===== src/rtl/fifo_pkg.sv =====
// Shared types and default widths for the FIFO reader.
package fifo_pkg;

  localparam int DATA_WIDTH_DEF = 8;
  localparam int CNT_WIDTH_DEF  = 16;

  typedef enum logic [1:0] {
    ST_IDLE  = 2'd0,
    ST_RUN   = 2'd1,
    ST_FLUSH = 2'd2
  } rd_state_t;

endpackage


===== src/rtl/reader_skid_buf.sv =====
// Two-entry FIFO-ordered skid buffer holding words returned by the FIFO
// until the downstream stream accepts them. Clear has priority over push/pop.
module reader_skid_buf
  import fifo_pkg::*;
#(
  parameter int DATA_WIDTH = DATA_WIDTH_DEF
) (
  input  logic                  clk,
  input  logic                  rst_n,
  input  logic                  push,
  input  logic                  pop,
  input  logic                  clear,
  input  logic [DATA_WIDTH-1:0] din,
  output logic [1:0]            occ,
  output logic [DATA_WIDTH-1:0] head
);

  logic [DATA_WIDTH-1:0] slot0_p1;
  logic [DATA_WIDTH-1:0] slot1_p1;
  logic [1:0]            occ_p1;

  // Stage 1: words land here one cycle after the FIFO returns them
  // Slot 0 is always the head; slot 1 shifts forward when the head is taken.
  always_ff @(posedge clk or negedge rst_n) begin
    if (!rst_n) begin
      occ_p1   <= 2'd0;
      slot0_p1 <= '0;
      slot1_p1 <= '0;
    end else if (clear) begin
      occ_p1 <= 2'd0;
    end else begin
      case ({push, pop})
        2'b10: begin
          if (occ_p1 == 2'd0) slot0_p1 <= din;
          else                slot1_p1 <= din;
          occ_p1 <= occ_p1 + 2'd1;
        end
        2'b01: begin
          slot0_p1 <= slot1_p1;
          occ_p1   <= occ_p1 - 2'd1;
        end
        2'b11: begin
          if (occ_p1 == 2'd2) begin
            slot0_p1 <= slot1_p1;
            slot1_p1 <= din;
          end else begin
            slot0_p1 <= din;
          end
        end
        default: ;
      endcase
    end
  end

  assign occ  = occ_p1;
  assign head = slot0_p1;

endmodule


===== src/rtl/fifo_reader.sv =====
// Drains a show-ahead-less FIFO (data one cycle after RD) into a valid/ready
// stream through a 2-entry skid buffer, with a flush that discards everything.
// Optional statistics counters are compiled in with FIFO_READER_STATS_EN.
module fifo_reader
  import fifo_pkg::*;
#(
  parameter int DATA_WIDTH = DATA_WIDTH_DEF,
  parameter int CNT_WIDTH  = CNT_WIDTH_DEF
) (
  input  logic                  Clk,
  input  logic                  Rst_n,
  input  logic                  enable,
  input  logic                  flush,
  input  logic                  EMPTY,
  input  logic [DATA_WIDTH-1:0] dataOut,
  output logic                  RD,
  output logic                  m_valid,
  output logic [DATA_WIDTH-1:0] m_data,
  input  logic                  m_ready,
  output logic                  flush_done,
  output logic                  busy
`ifdef FIFO_READER_STATS_EN
  ,
  output logic [CNT_WIDTH-1:0]  word_cnt,
  output logic [CNT_WIDTH-1:0]  stall_cnt
`endif
);

  rd_state_t state, state_nxt;
  logic      rd_pend;
  logic [1:0] occ;
  logic      pop;
  logic      push;
  logic [2:0] fill_nxt;

  assign m_valid  = (occ != 2'd0);
  assign pop      = m_valid & m_ready;
  assign push     = rd_pend & (state == ST_RUN);
  // Words the buffer will hold once the outstanding read lands and this
  // cycle's pop is taken; a new read is only safe if that leaves a free slot.
  assign fill_nxt = {1'b0, occ} + {2'b00, rd_pend} - {2'b00, pop};
  assign busy     = (state != ST_IDLE) || (occ != 2'd0);

  // State register and read-in-flight marker
  always_ff @(posedge Clk or negedge Rst_n) begin
    if (!Rst_n) begin
      state   <= ST_IDLE;
      rd_pend <= 1'b0;
    end else begin
      state   <= state_nxt;
      rd_pend <= RD;
    end
  end

  // Next-state, FIFO pop strobe and flush completion
  always_comb begin
    state_nxt  = state;
    RD         = 1'b0;
    flush_done = 1'b0;
    case (state)
      ST_IDLE: begin
        if (enable) state_nxt = ST_RUN;
      end
      ST_RUN: begin
        RD = enable && !EMPTY && (fill_nxt < 3'd2);
        if (!enable && !rd_pend) state_nxt = ST_IDLE;
      end
      ST_FLUSH: begin
        RD = !EMPTY;
        if (EMPTY && !rd_pend) begin
          flush_done = !flush;
          state_nxt  = enable ? ST_RUN : ST_IDLE;
        end
      end
      default: state_nxt = ST_IDLE;
    endcase
    if (flush) state_nxt = ST_FLUSH;
  end

  // Stage 0 -> 1: FIFO read data enters the skid buffer
  reader_skid_buf #(
    .DATA_WIDTH(DATA_WIDTH)
  ) u_skid (
    .clk  (Clk),
    .rst_n(Rst_n),
    .push (push),
    .pop  (pop),
    .clear(flush),
    .din  (dataOut),
    .occ  (occ),
    .head (m_data)
  );

`ifdef FIFO_READER_STATS_EN
  function automatic logic [CNT_WIDTH-1:0] sat_inc(input logic [CNT_WIDTH-1:0] v);
    return (&v) ? v : v + 1'b1;
  endfunction

  // Transfer counter wraps; stall counter sticks at all-ones
  always_ff @(posedge Clk or negedge Rst_n) begin
    if (!Rst_n) begin
      word_cnt  <= '0;
      stall_cnt <= '0;
    end else begin
      if (pop) word_cnt <= word_cnt + 1'b1;
      if ((state == ST_RUN) && m_ready && !m_valid) stall_cnt <= sat_inc(stall_cnt);
    end
  end
`else
  logic unused_cnt_w;
  assign unused_cnt_w = (CNT_WIDTH > 0);
`endif

endmodule


===== config.mk =====
export PLATFORM = sky130hd
export DESIGN_NAME = fifo_reader
export DESIGN_NICKNAME = d
export VERILOG_FILES = /design/src/rtl/fifo_pkg.sv /design/src/rtl/reader_skid_buf.sv /design/src/rtl/fifo_reader.sv
export SDC_FILE = /design/constraint.sdc
export NUM_CORES = 1
export LEC_CHECK = 0
export CAP_MARGIN = 0
export CORE_MARGIN = 5
export CORE_UTILIZATION = 45
export CTS_BUF_LIST = sky130_fd_sc_hd__clkbuf_2
export DETAILED_ROUTE_END_ITERATION = 7
export HOLD_SLACK_MARGIN = 0.1
export PLACE_DENSITY = 0.73
export SYNTH_ARGS = -nofsm -noshare
export SYNTH_HDL_FRONTEND = slang
export SYNTH_SLANG_ARGS = --single-unit

===== constraint.sdc =====
create_clock -name Clk -period 5.5 [get_ports Clk]
set_input_delay 1.65 -clock Clk [delete_from_list [all_inputs] [get_ports Clk]]
set_output_delay 1.65 -clock Clk [all_outputs]
set_load 0.03 [all_outputs]

==> results of run 1 <==
==> cells in the mapped netlist <==
| master | instances |
|---|---|
| a2111o_1 | 1 |
| a211oi_1 | 1 |
| a21boi_0 | 1 |
| a21o_1 | 1 |
| a21oi_1 | 9 |
| a21oi_2 | 1 |
| a41o_1 | 1 |
| and3_1 | 1 |
| and4b_1 | 1 |
| buf_2 | 1 |
| buf_6 | 2 |
| dfrtp_1 | 21 |
| fa_1 | 1 |
| ha_1 | 4 |
| inv_1 | 7 |
| mux2_4 | 8 |
| mux2i_1 | 8 |
| nand2_1 | 2 |
| nand2_2 | 1 |
| nand2b_1 | 2 |
| nand3_1 | 1 |
| nand4bb_1 | 1 |
| nor2_1 | 9 |
| nor2_2 | 1 |
| nor2b_1 | 1 |
| nor4b_1 | 1 |
| o21ai_0 | 4 |
| o21bai_1 | 1 |
| o311a_1 | 1 |
| or2b_1 | 1 |
| xnor2_1 | 2 |
==> path summary, 6_finish.rpt <==
check | from | to | cells after the start
max | m_ready | RD | 10
min | u_skid.slot1_p1[6] | u_skid.slot1_p1[6] | 1
max reg2reg | u_skid.occ[1] | rd_pend | 8
min reg2reg | u_skid.slot1_p1[6] | u_skid.slot1_p1[6] | 1
max in group asynchronous | Rst_n | u_skid.head[7] | 1
min in group asynchronous | Rst_n | u_skid.occ[0] | 1
==> worst register-to-register path: stages, from the launching register on <==
cell      delay [ps]
dfrtp_1          530
o21ai_1          220
inv_1             60
ha_1             260
nand2b_1         150
fa_2             340
xnor2_1          130
a41o_1           240
and3_1           190
==> through the flow <==
stage / instance area [um2] / std cells / setup WS (ps)
finish: 1419 / 155 / 129.0
global route: 1419 / 155 / 14.01
CTS: 1416 / 155 / 55.57
detailed placement: 1396 / 151 / 65.93
global placement: 1396 / 151 / 101.5
floorplan: 1124 / 97 / 598.3
==> metal layers <==
| metal | share of wire (%) | track usage, % |
|---|---|---|
| met2 | 50 | 23.46 |
| met5 | 0 | 0 |
| met4 | 1.6 | 7.911 |
| met3 | 2.7 | 2.592 |
| met1 | 46 | 17.62 |
==> state kept, by name, summed over array words and instances, names as in the netlist <==
signal	cells
u_skid.slot1_p1	8
state	2
u_skid.occ	2
rd_pend	1
u_skid.head	8
==> cells by family (layout without fill, tap and decap cells) <==
group           Yosys count  after routing
compound gates           21             21
xor+xnor                  2              2
fa+ha+maj                 5              5
buf+inv                  10             38
flops                    21             21
mux                      16             16
simple gates             22             22
==> where the power goes <==
part / total (mW) / internal (mW) / leakage [nW] / switching (mW)
logic: 0.233 / 0.103 / 0.429 / 0.130
clock network: 0.0671 / 0.0165 / 0.0164 / 0.0506
registers: 0.216 / 0.193 / 0.261 / 0.0232
==> final cells by class <==
cell class	instances	area (um2)	share of cell area, %
clock buffer	3	15.01	1.058
clock inverter	1	5.005	0.3527
inverter	7	26.28	1.852
multi-input combinational	66	546.8	38.54
sequential	21	525.5	37.04
tap	30	37.54	2.646
timing repair buffer	27	262.8	18.52
==> cells in the final DEF, fill, tap and decap left out, types with 2 or more instances in the layout <==
cell and count:
nor2_1 9, clkbuf_2 3, a21oi_1 9, dfrtp_1 21, ha_1 4, inv_1 7, nand2b_1 2, nand2_1 2
mux2i_1 8, buf_4 3, mux2_4 8, clkdlybuf4s50_1 24, xnor2_1 2, o21ai_0 3
==> metrics.txt, run 1 <==
# TYPE chip_impl_metric gauge
chip_impl_info{name="synth.area.top_cells",value="dfrtp_1 47%, mux2_4 11%, mux2i_1 7.1%"} 1
chip_impl_metric{name="detailed_place_hpwl",unit="um"} 1724
chip_impl_metric{name="transition_time_at_the_pin_with_the_least_slew_margin",unit="ps"} 1003
chip_impl_metric{name="fp.dieArea",unit="um2"} 3596
chip_impl_info{name="cp_slowest_cell",value="clkdlybuf4s50_1"} 1
chip_impl_metric{name="layout-drive-gt1-share",unit="%"} 15.20
chip_impl_metric{name="leakagePower",unit="nW"} 0.7061
chip_impl_metric{name="routed_via_density",unit=""} 5.161
chip_impl_info{name="synth_top_cell_by_area",value="dfrtp_1"} 1
chip_impl_metric{name="grt_pass1_vias",unit=""} 829
chip_impl_metric{name="layout_worst_path_cycle_share",unit="%"} 97.65
chip_impl_metric{name="required",unit="ps"} 3850
chip_impl_metric{name="die-width",unit="um"} 59.97
chip_impl_metric{name="fin_worst_skew",unit="ps"} 2.924
chip_impl_metric{name="synthesized_area_fraction_occupied_by_ao_oa_aoi_and_oai_cells",unit="%"} 12.03
chip_impl_metric{name="post_synth_num_cell_types",unit=""} 31
chip_impl_metric{name="post_synth_and_or_nand_nor_area_fraction",unit="%"} 10.80
chip_impl_metric{name="cts-buffers-inserted",unit=""} 3
chip_impl_metric{name="hold-worst-slack",unit="ps"} 538.7
chip_impl_metric{name="path_buf_inv",unit=""} 3
chip_impl_metric{name="finish.net_count",unit=""} 145
chip_impl_metric{name="synth_warnings",unit=""} 0
chip_impl_info{name="status",value="completed"} 1
chip_impl_metric{name="overall_power_consumption",unit="mW"} 0.5158
chip_impl_metric{name="postSynthNetCount",unit=""} 116
chip_impl_metric{name="grt_first_pass_wirelength",unit="um"} 3753
chip_impl_info{name="grt_setup_unrepaired",value="no"} 1
chip_impl_metric{name="timing.final.crit_period",unit="ps"} 5371
chip_impl_metric{name="synth-seq-cells",unit=""} 21
chip_impl_metric{name="grt_usage",unit="%"} 14.32
chip_impl_metric{name="irDropWorstVdd",unit="uV"} 325.3
chip_impl_metric{name="port_buffers",unit=""} 25
chip_impl_metric{name="via_count_of_the_routed_design",unit=""} 800
chip_impl_info{name="cpLargestDelayFamily",value="buffers and inverters"} 1
chip_impl_metric{name="timing.final.hold_violations",unit=""} 0
chip_impl_metric{name="syn_avg_cell_area",unit="um2"} 11.58
chip_impl_metric{name="report.final.slew_viol_count",unit=""} 0
chip_impl_metric{name="routed_wire_length_per_instance",unit="um"} 14.88
chip_impl_metric{name="wire_length_reported_by_the_detailed_router",unit="um"} 2307
chip_impl_metric{name="cts_sinks",unit=""} 21
chip_impl_metric{name="critical-path-max-stage-delay",unit="ps"} 420
chip_impl_metric{name="ctsHtreeMaxLevel",unit=""} 1
chip_impl_metric{name="grt.overflow.total",unit=""} 0
chip_impl_metric{name="synth.yosys.seq_area_share",unit="%"} 46.77
chip_impl_metric{name="detail_route.iter0.violations",unit=""} 19
chip_impl_metric{name="layout.filler_cells",unit=""} 224
chip_impl_metric{name="slew_headroom",unit="%"} 32.96
chip_impl_info{name="synth_top_family_by_area",value="multiplexers"} 1
chip_impl_metric{name="setup_tns",unit="ps"} 0
chip_impl_metric{name="die_height",unit="um"} 59.97
chip_impl_metric{name="drt_pre_antenna_iters",unit=""} 4
chip_impl_metric{name="synthMuxAreaShare",unit="%"} 17.82
chip_impl_metric{name="path_clk_slew",unit="ps"} 210
chip_impl_metric{name="finalSetupViolCount",unit=""} 0
chip_impl_metric{name="total_power_per_unit_cell_area",unit="nW/um2"} 363.5
chip_impl_metric{name="ios",unit=""} 26
chip_impl_metric{name="cts_post_setup_buffers_inserted",unit=""} 0
chip_impl_metric{name="fp-row-count",unit=""} 18
chip_impl_info{name="tritoncts",value="yes"} 1
chip_impl_info{name="clockRootBuffer",value="clkbuf_2"} 1
chip_impl_metric{name="remaining_drcs",unit=""} 0
chip_impl_metric{name="cts-root-to-sink-buffers",unit=""} 2
chip_impl_metric{name="antenna_cells",unit=""} 0
chip_impl_metric{name="timing.max_cap.violations",unit=""} 0
chip_impl_metric{name="cts_hold_bufs",unit=""} 0
chip_impl_metric{name="cts.repair.resized",unit=""} 0
chip_impl_metric{name="reg2reg_slack",unit="ps"} 3310
chip_impl_metric{name="antenna_violations_before_repair",unit=""} 0
chip_impl_metric{name="synth_adder_area_share",unit="%"} 6.236
chip_impl_metric{name="synth.top_cell.area_share",unit="%"} 46.77
chip_impl_metric{name="cp_data_arrival_time",unit="ps"} 3720
chip_impl_metric{name="initial_utilization",unit="%"} 46.19
chip_impl_metric{name="clock_latency",unit="ps"} 330
chip_impl_metric{name="mappedNetlistArea",unit="um2"} 1124
chip_impl_info{name="worstSetupStartpointType",value="input port"} 1
chip_impl_metric{name="grt_start_max_net_pins",unit=""} 22
chip_impl_metric{name="gpl.final_weighted_congestion",unit=""} 0.7310
chip_impl_metric{name="yosys.area_share.xor_xnor",unit="%"} 1.559
chip_impl_metric{name="coreArea",unit="um2"} 2432
chip_impl_metric{name="synthesis.instances",unit=""} 97
chip_impl_info{name="worstHoldPathType",value="reg2reg"} 1
chip_impl_info{name="crit_path_end_kind",value="output pin"} 1
chip_impl_info{name="criticalPathCategory",value="in2out"} 1
chip_impl_metric{name="critPathMaxFanout",unit=""} 2
chip_impl_metric{name="final_antenna_net_count",unit=""} 0
chip_impl_metric{name="fmaxAchievable",unit="MHz"} 186.2
chip_impl_metric{name="finalCoreUtilization",unit="%"} 58.33
chip_impl_info{name="sequence_of_cells_on_the_critical_path",value="clkdlybuf4s50_1 > o21ai_1 > inv_1 > ha_1 > nand2b_1 > fa_2 > xnor2_1 > a41o_1 > and3_1 > buf_4"} 1
chip_impl_metric{name="area.growth.synth_to_final",unit="%"} 26.28
Power figures use the tool's default switching activity.
==> run 2, diff against run 1 <==
- SYNTH_HIERARCHICAL: default -> 1
==> run 2 against run 1 <==
Routed wire length down 1.4%. Via count shrank 0.38%. Clock power shrank 6.7%. Cell count stayed put. Sequential power is 7% higher. Die area grew 2.7%. First-iteration DRC count down 11%. Largest cell class unchanged.
==> metrics.txt, run 2 <==
# TYPE chip_impl_metric gauge
chip_impl_info{name="status",value="completed"} 1
chip_impl_metric{name="remaining_drcs",unit=""} 0
chip_impl_info{name="worstHoldPathType",value="reg2reg"} 1
chip_impl_metric{name="clock_latency",unit="ps"} 320
chip_impl_info{name="synth.area.top_cells",value="dfrtp_1 45%, mux2_4 10%, mux2i_1 6.9%"} 1
chip_impl_metric{name="antenna_violations_before_repair",unit=""} 0
chip_impl_metric{name="ctsHtreeMaxLevel",unit=""} 1
chip_impl_metric{name="synth_warnings",unit=""} 6
chip_impl_metric{name="hold-worst-slack",unit="ps"} 544.4
chip_impl_metric{name="irDropWorstVdd",unit="uV"} 310.8
chip_impl_metric{name="ys_async_sr_fraction",unit="%"} 100.0
chip_impl_metric{name="setup_tns",unit="ps"} 0
chip_impl_metric{name="synth.top_cell.area_share",unit="%"} 45.31
chip_impl_metric{name="fp.dieArea",unit="um2"} 3693
chip_impl_metric{name="die-width",unit="um"} 60.77
chip_impl_metric{name="timing.final.crit_period",unit="ps"} 5161
chip_impl_metric{name="r2r_cells",unit=""} 9
chip_impl_metric{name="port_buffers",unit=""} 25
chip_impl_metric{name="routed_wire_length_per_instance",unit="um"} 14.67
chip_impl_metric{name="cts_sinks",unit=""} 21
chip_impl_info{name="clockRootBuffer",value="clkbuf_2"} 1
chip_impl_metric{name="grt_start_max_net_pins",unit=""} 22
chip_impl_metric{name="total_power_per_unit_cell_area",unit="nW/um2"} 444.0
chip_impl_metric{name="synth-seq-cells",unit=""} 21
chip_impl_metric{name="timing.max_cap.violations",unit=""} 0
chip_impl_metric{name="fp-row-count",unit=""} 18
chip_impl_metric{name="finish.net_count",unit=""} 145
chip_impl_metric{name="syn_avg_cell_area",unit="um2"} 12.08
chip_impl_metric{name="leakagePower",unit="nW"} 0.6532
chip_impl_metric{name="grt_usage",unit="%"} 14.37
chip_impl_metric{name="reg2reg_slack",unit="ps"} 2860
chip_impl_info{name="worstReg2RegEnd",value="rd_pend"} 1
chip_impl_metric{name="slew_headroom",unit="%"} 38.74
chip_impl_info{name="worstSetupStartpointType",value="input port"} 1
chip_impl_info{name="synth_top_cell_by_area",value="dfrtp_1"} 1
chip_impl_metric{name="timing.final.hold_violations",unit=""} 0
chip_impl_metric{name="detail_route.iter0.violations",unit=""} 17
chip_impl_metric{name="fmaxAchievable",unit="MHz"} 193.8
chip_impl_metric{name="antenna_cells",unit=""} 0
chip_impl_metric{name="layout_worst_path_cycle_share",unit="%"} 93.84
chip_impl_metric{name="synth.yosys.seq_area_share",unit="%"} 45.31
chip_impl_metric{name="cp_data_arrival_time",unit="ps"} 3510
chip_impl_metric{name="path_clk_slew",unit="ps"} 200
chip_impl_metric{name="final_antenna_net_count",unit=""} 0
chip_impl_metric{name="post_synth_num_cell_types",unit=""} 30
chip_impl_info{name="grt_setup_unrepaired",value="no"} 1
chip_impl_metric{name="drt_pre_antenna_iters",unit=""} 4
chip_impl_metric{name="transition_time_at_the_pin_with_the_least_slew_margin",unit="ps"} 916.0
chip_impl_metric{name="cts-root-to-sink-buffers",unit=""} 2
chip_impl_info{name="layout.cells.most_common",value="clkdlybuf4s50_1"} 1
chip_impl_info{name="tritoncts",value="yes"} 1
chip_impl_metric{name="synthesis.instances",unit=""} 96
chip_impl_metric{name="gpl.final_weighted_congestion",unit=""} 0.7753
chip_impl_metric{name="mappedNetlistArea",unit="um2"} 1160
chip_impl_metric{name="finalSetupViolCount",unit=""} 0
chip_impl_metric{name="critPathMaxFanout",unit=""} 2
chip_impl_metric{name="placement.cell_area",unit="um2"} 1430
chip_impl_metric{name="required",unit="ps"} 3850
chip_impl_info{name="synth_ff_type",value="dfrtp_1"} 1
chip_impl_metric{name="critical-path-max-stage-delay",unit="ps"} 380
chip_impl_info{name="synth_common_cells",value="21 x dfrtp_1, 11 x nor2_1, 8 x a21oi_1, 8 x mux2_4, 8 x mux2i_1"} 1
chip_impl_metric{name="cts-buffers-inserted",unit=""} 3
chip_impl_metric{name="cts_hold_bufs",unit=""} 0
chip_impl_metric{name="grt_first_pass_wirelength",unit="um"} 4029
chip_impl_metric{name="initial_utilization",unit="%"} 46.82
chip_impl_metric{name="final_cell_area",unit="um2"} 1485
chip_impl_metric{name="routed_via_density",unit=""} 5.142
chip_impl_metric{name="via_count_of_the_routed_design",unit=""} 797
chip_impl_metric{name="coreArea",unit="um2"} 2477
chip_impl_metric{name="fin_worst_skew",unit="ps"} 7.638
chip_impl_metric{name="wire_length_reported_by_the_detailed_router",unit="um"} 2274
chip_impl_metric{name="ios",unit=""} 26
chip_impl_info{name="critical_path.endpoint",value="RD"} 1
chip_impl_metric{name="detailed_place_hpwl",unit="um"} 1665
chip_impl_info{name="criticalPathCategory",value="in2out"} 1
chip_impl_info{name="crit_path_end_kind",value="output pin"} 1
chip_impl_metric{name="postSynthNetCount",unit=""} 115
chip_impl_metric{name="report.final.slew_viol_count",unit=""} 0
chip_impl_info{name="layout_common_cells",value="23 x clkdlybuf4s50_1, 21 x dfrtp_1, 11 x nor2_1"} 1
chip_impl_metric{name="grt.overflow.total",unit=""} 0
chip_impl_info{name="sequence_of_cells_on_the_critical_path",value="dlymetal6s2s_1 > and2_4 > ha_1 > or2b_1 > fa_2 > xnor2_2 > a41oi_2 > nor3b_2 > buf_4"} 1
chip_impl_metric{name="die_height",unit="um"} 60.77
chip_impl_metric{name="grt_pass1_vias",unit=""} 873
chip_impl_info{name="cp_slowest_cell",value="fa_2"} 1
chip_impl_info{name="post-synth-top-count-cell",value="dfrtp_1"} 1
chip_impl_metric{name="layout-drive-gt1-share",unit="%"} 22.40
chip_impl_info{name="cp-startpoint",value="m_ready"} 1
chip_impl_metric{name="synth_edf_count",unit=""} 0
chip_impl_metric{name="area.growth.synth_to_final",unit="%"} 28.05
chip_impl_info{name="origin_of_the_critical_flop_to_flop_path",value="u_skid/occ[1]"} 1
==> run 2: cell count changes after synthesis, sizes merged, moves of 2 or more <==
cell / delta
o21ai: -4
nand2: -3
a221oi: +2
and2: +2
nor3b: +2
or2: +2
or3b: +2
==> run 2: what timing repair did <==
item / 4_1_cts / 5_1_grt
gates resized for setup: 1 / 5
setup buffers: 0 / 1
hold endpoints to repair: 0 / 0
pin swaps: 0 / 4
endpoints found under the setup margin: 1 / 1
==> run 2: layout make-up <==
type	instances	area (um2)
Fill cell	217	992.2
Clock buffer	3	15.01
Clock inverter	1	5.005
Sequential cell	21	525.5
Timing Repair Buffer	27	265.3
Inverter	6	22.52
Tap cell	30	37.54
Multi-Input combinational cell	67	614.3
==> run 2: cells by family after synthesis <==
group	Yosys count	synth area share, %
AND/OR/NAND/NOR	23	12.19
flip-flops	21	45.31
AO/OA/AOI/OAI	19	12.30
multiplexers	16	17.26
buffers and inverters	8	3.883
adder cells (fa/ha/maj)	5	6.041
XOR/XNOR	4	3.021
==> run 2: report_power, final <==
| part | switching (mW) | internal, mW | leakage [nW] |
|---|---|---|---|
| Sequential | 0.0348 | 0.196 | 0.268 |
| Clock | 0.0461 | 0.0165 | 0.0164 |
| Combinational | 0.192 | 0.173 | 0.368 |
==> run 2: per-layer routing <==
metal,vias to the layer above,global-route usage (%),part of all wire [%]
li1,391,-,-
met1,380,19.33,44
met2,26,23.66,49
met3,0,4.468,6.6
met4,0,1.548,0
met5,-,0,0
==> run 2: stage by stage <==
step / utilization [%] / std cells / total power [mW] / worst slack [ps]
floorplan: - / 96 / 0.4593 / 142.4
global placement: 57.73 / 150 / 0.5729 / 93.52
detailed placement: 57.73 / 150 / 0.5843 / -15.33
CTS: 58.74 / 154 / 0.6515 / 42.64
global route: 59.95 / 155 / 0.7122 / 227.5
finish: 59.95 / 155 / 0.6594 / 338.8
==> run 2: worst min-delay path by stage <==
stage / startpoint / endpoint / slack [ps] / cells past startpoint
finish: u_skid/slot1_p1[0] / u_skid/slot1_p1[0] / 540 / 1
detailed placement: u_skid/slot1_p1[4] / u_skid/slot1_p1[4] / 490 / 1
global route: u_skid/slot1_p1[2] / u_skid/slot1_p1[2] / 570 / 1
CTS: u_skid/slot1_p1[0] / u_skid/slot1_p1[0] / 550 / 1
global placement: u_skid/slot1_p1[0] / u_skid/slot1_p1[0] / 490 / 1
floorplan: u_skid/slot1_p1[0] / u_skid/slot1_p1[0] / 480 / 1
==> run 2: critical path: cells and delay by family <==
| family | cells | cell delay, ps |
|---|---|---|
| compound gates | 1 | 130 |
| xor+xnor | 1 | 170 |
| simple gates | 3 | 620 |
| buf+inv | 2 | 310 |
| fa+ha+maj | 2 | 640 |
==> run 3, diff against run 2 <==
- HOLD_SLACK_MARGIN: 0.1 -> 0.06
==> results of run 3 <==
Final layout, timing and power as in run 2 (identical DEF).
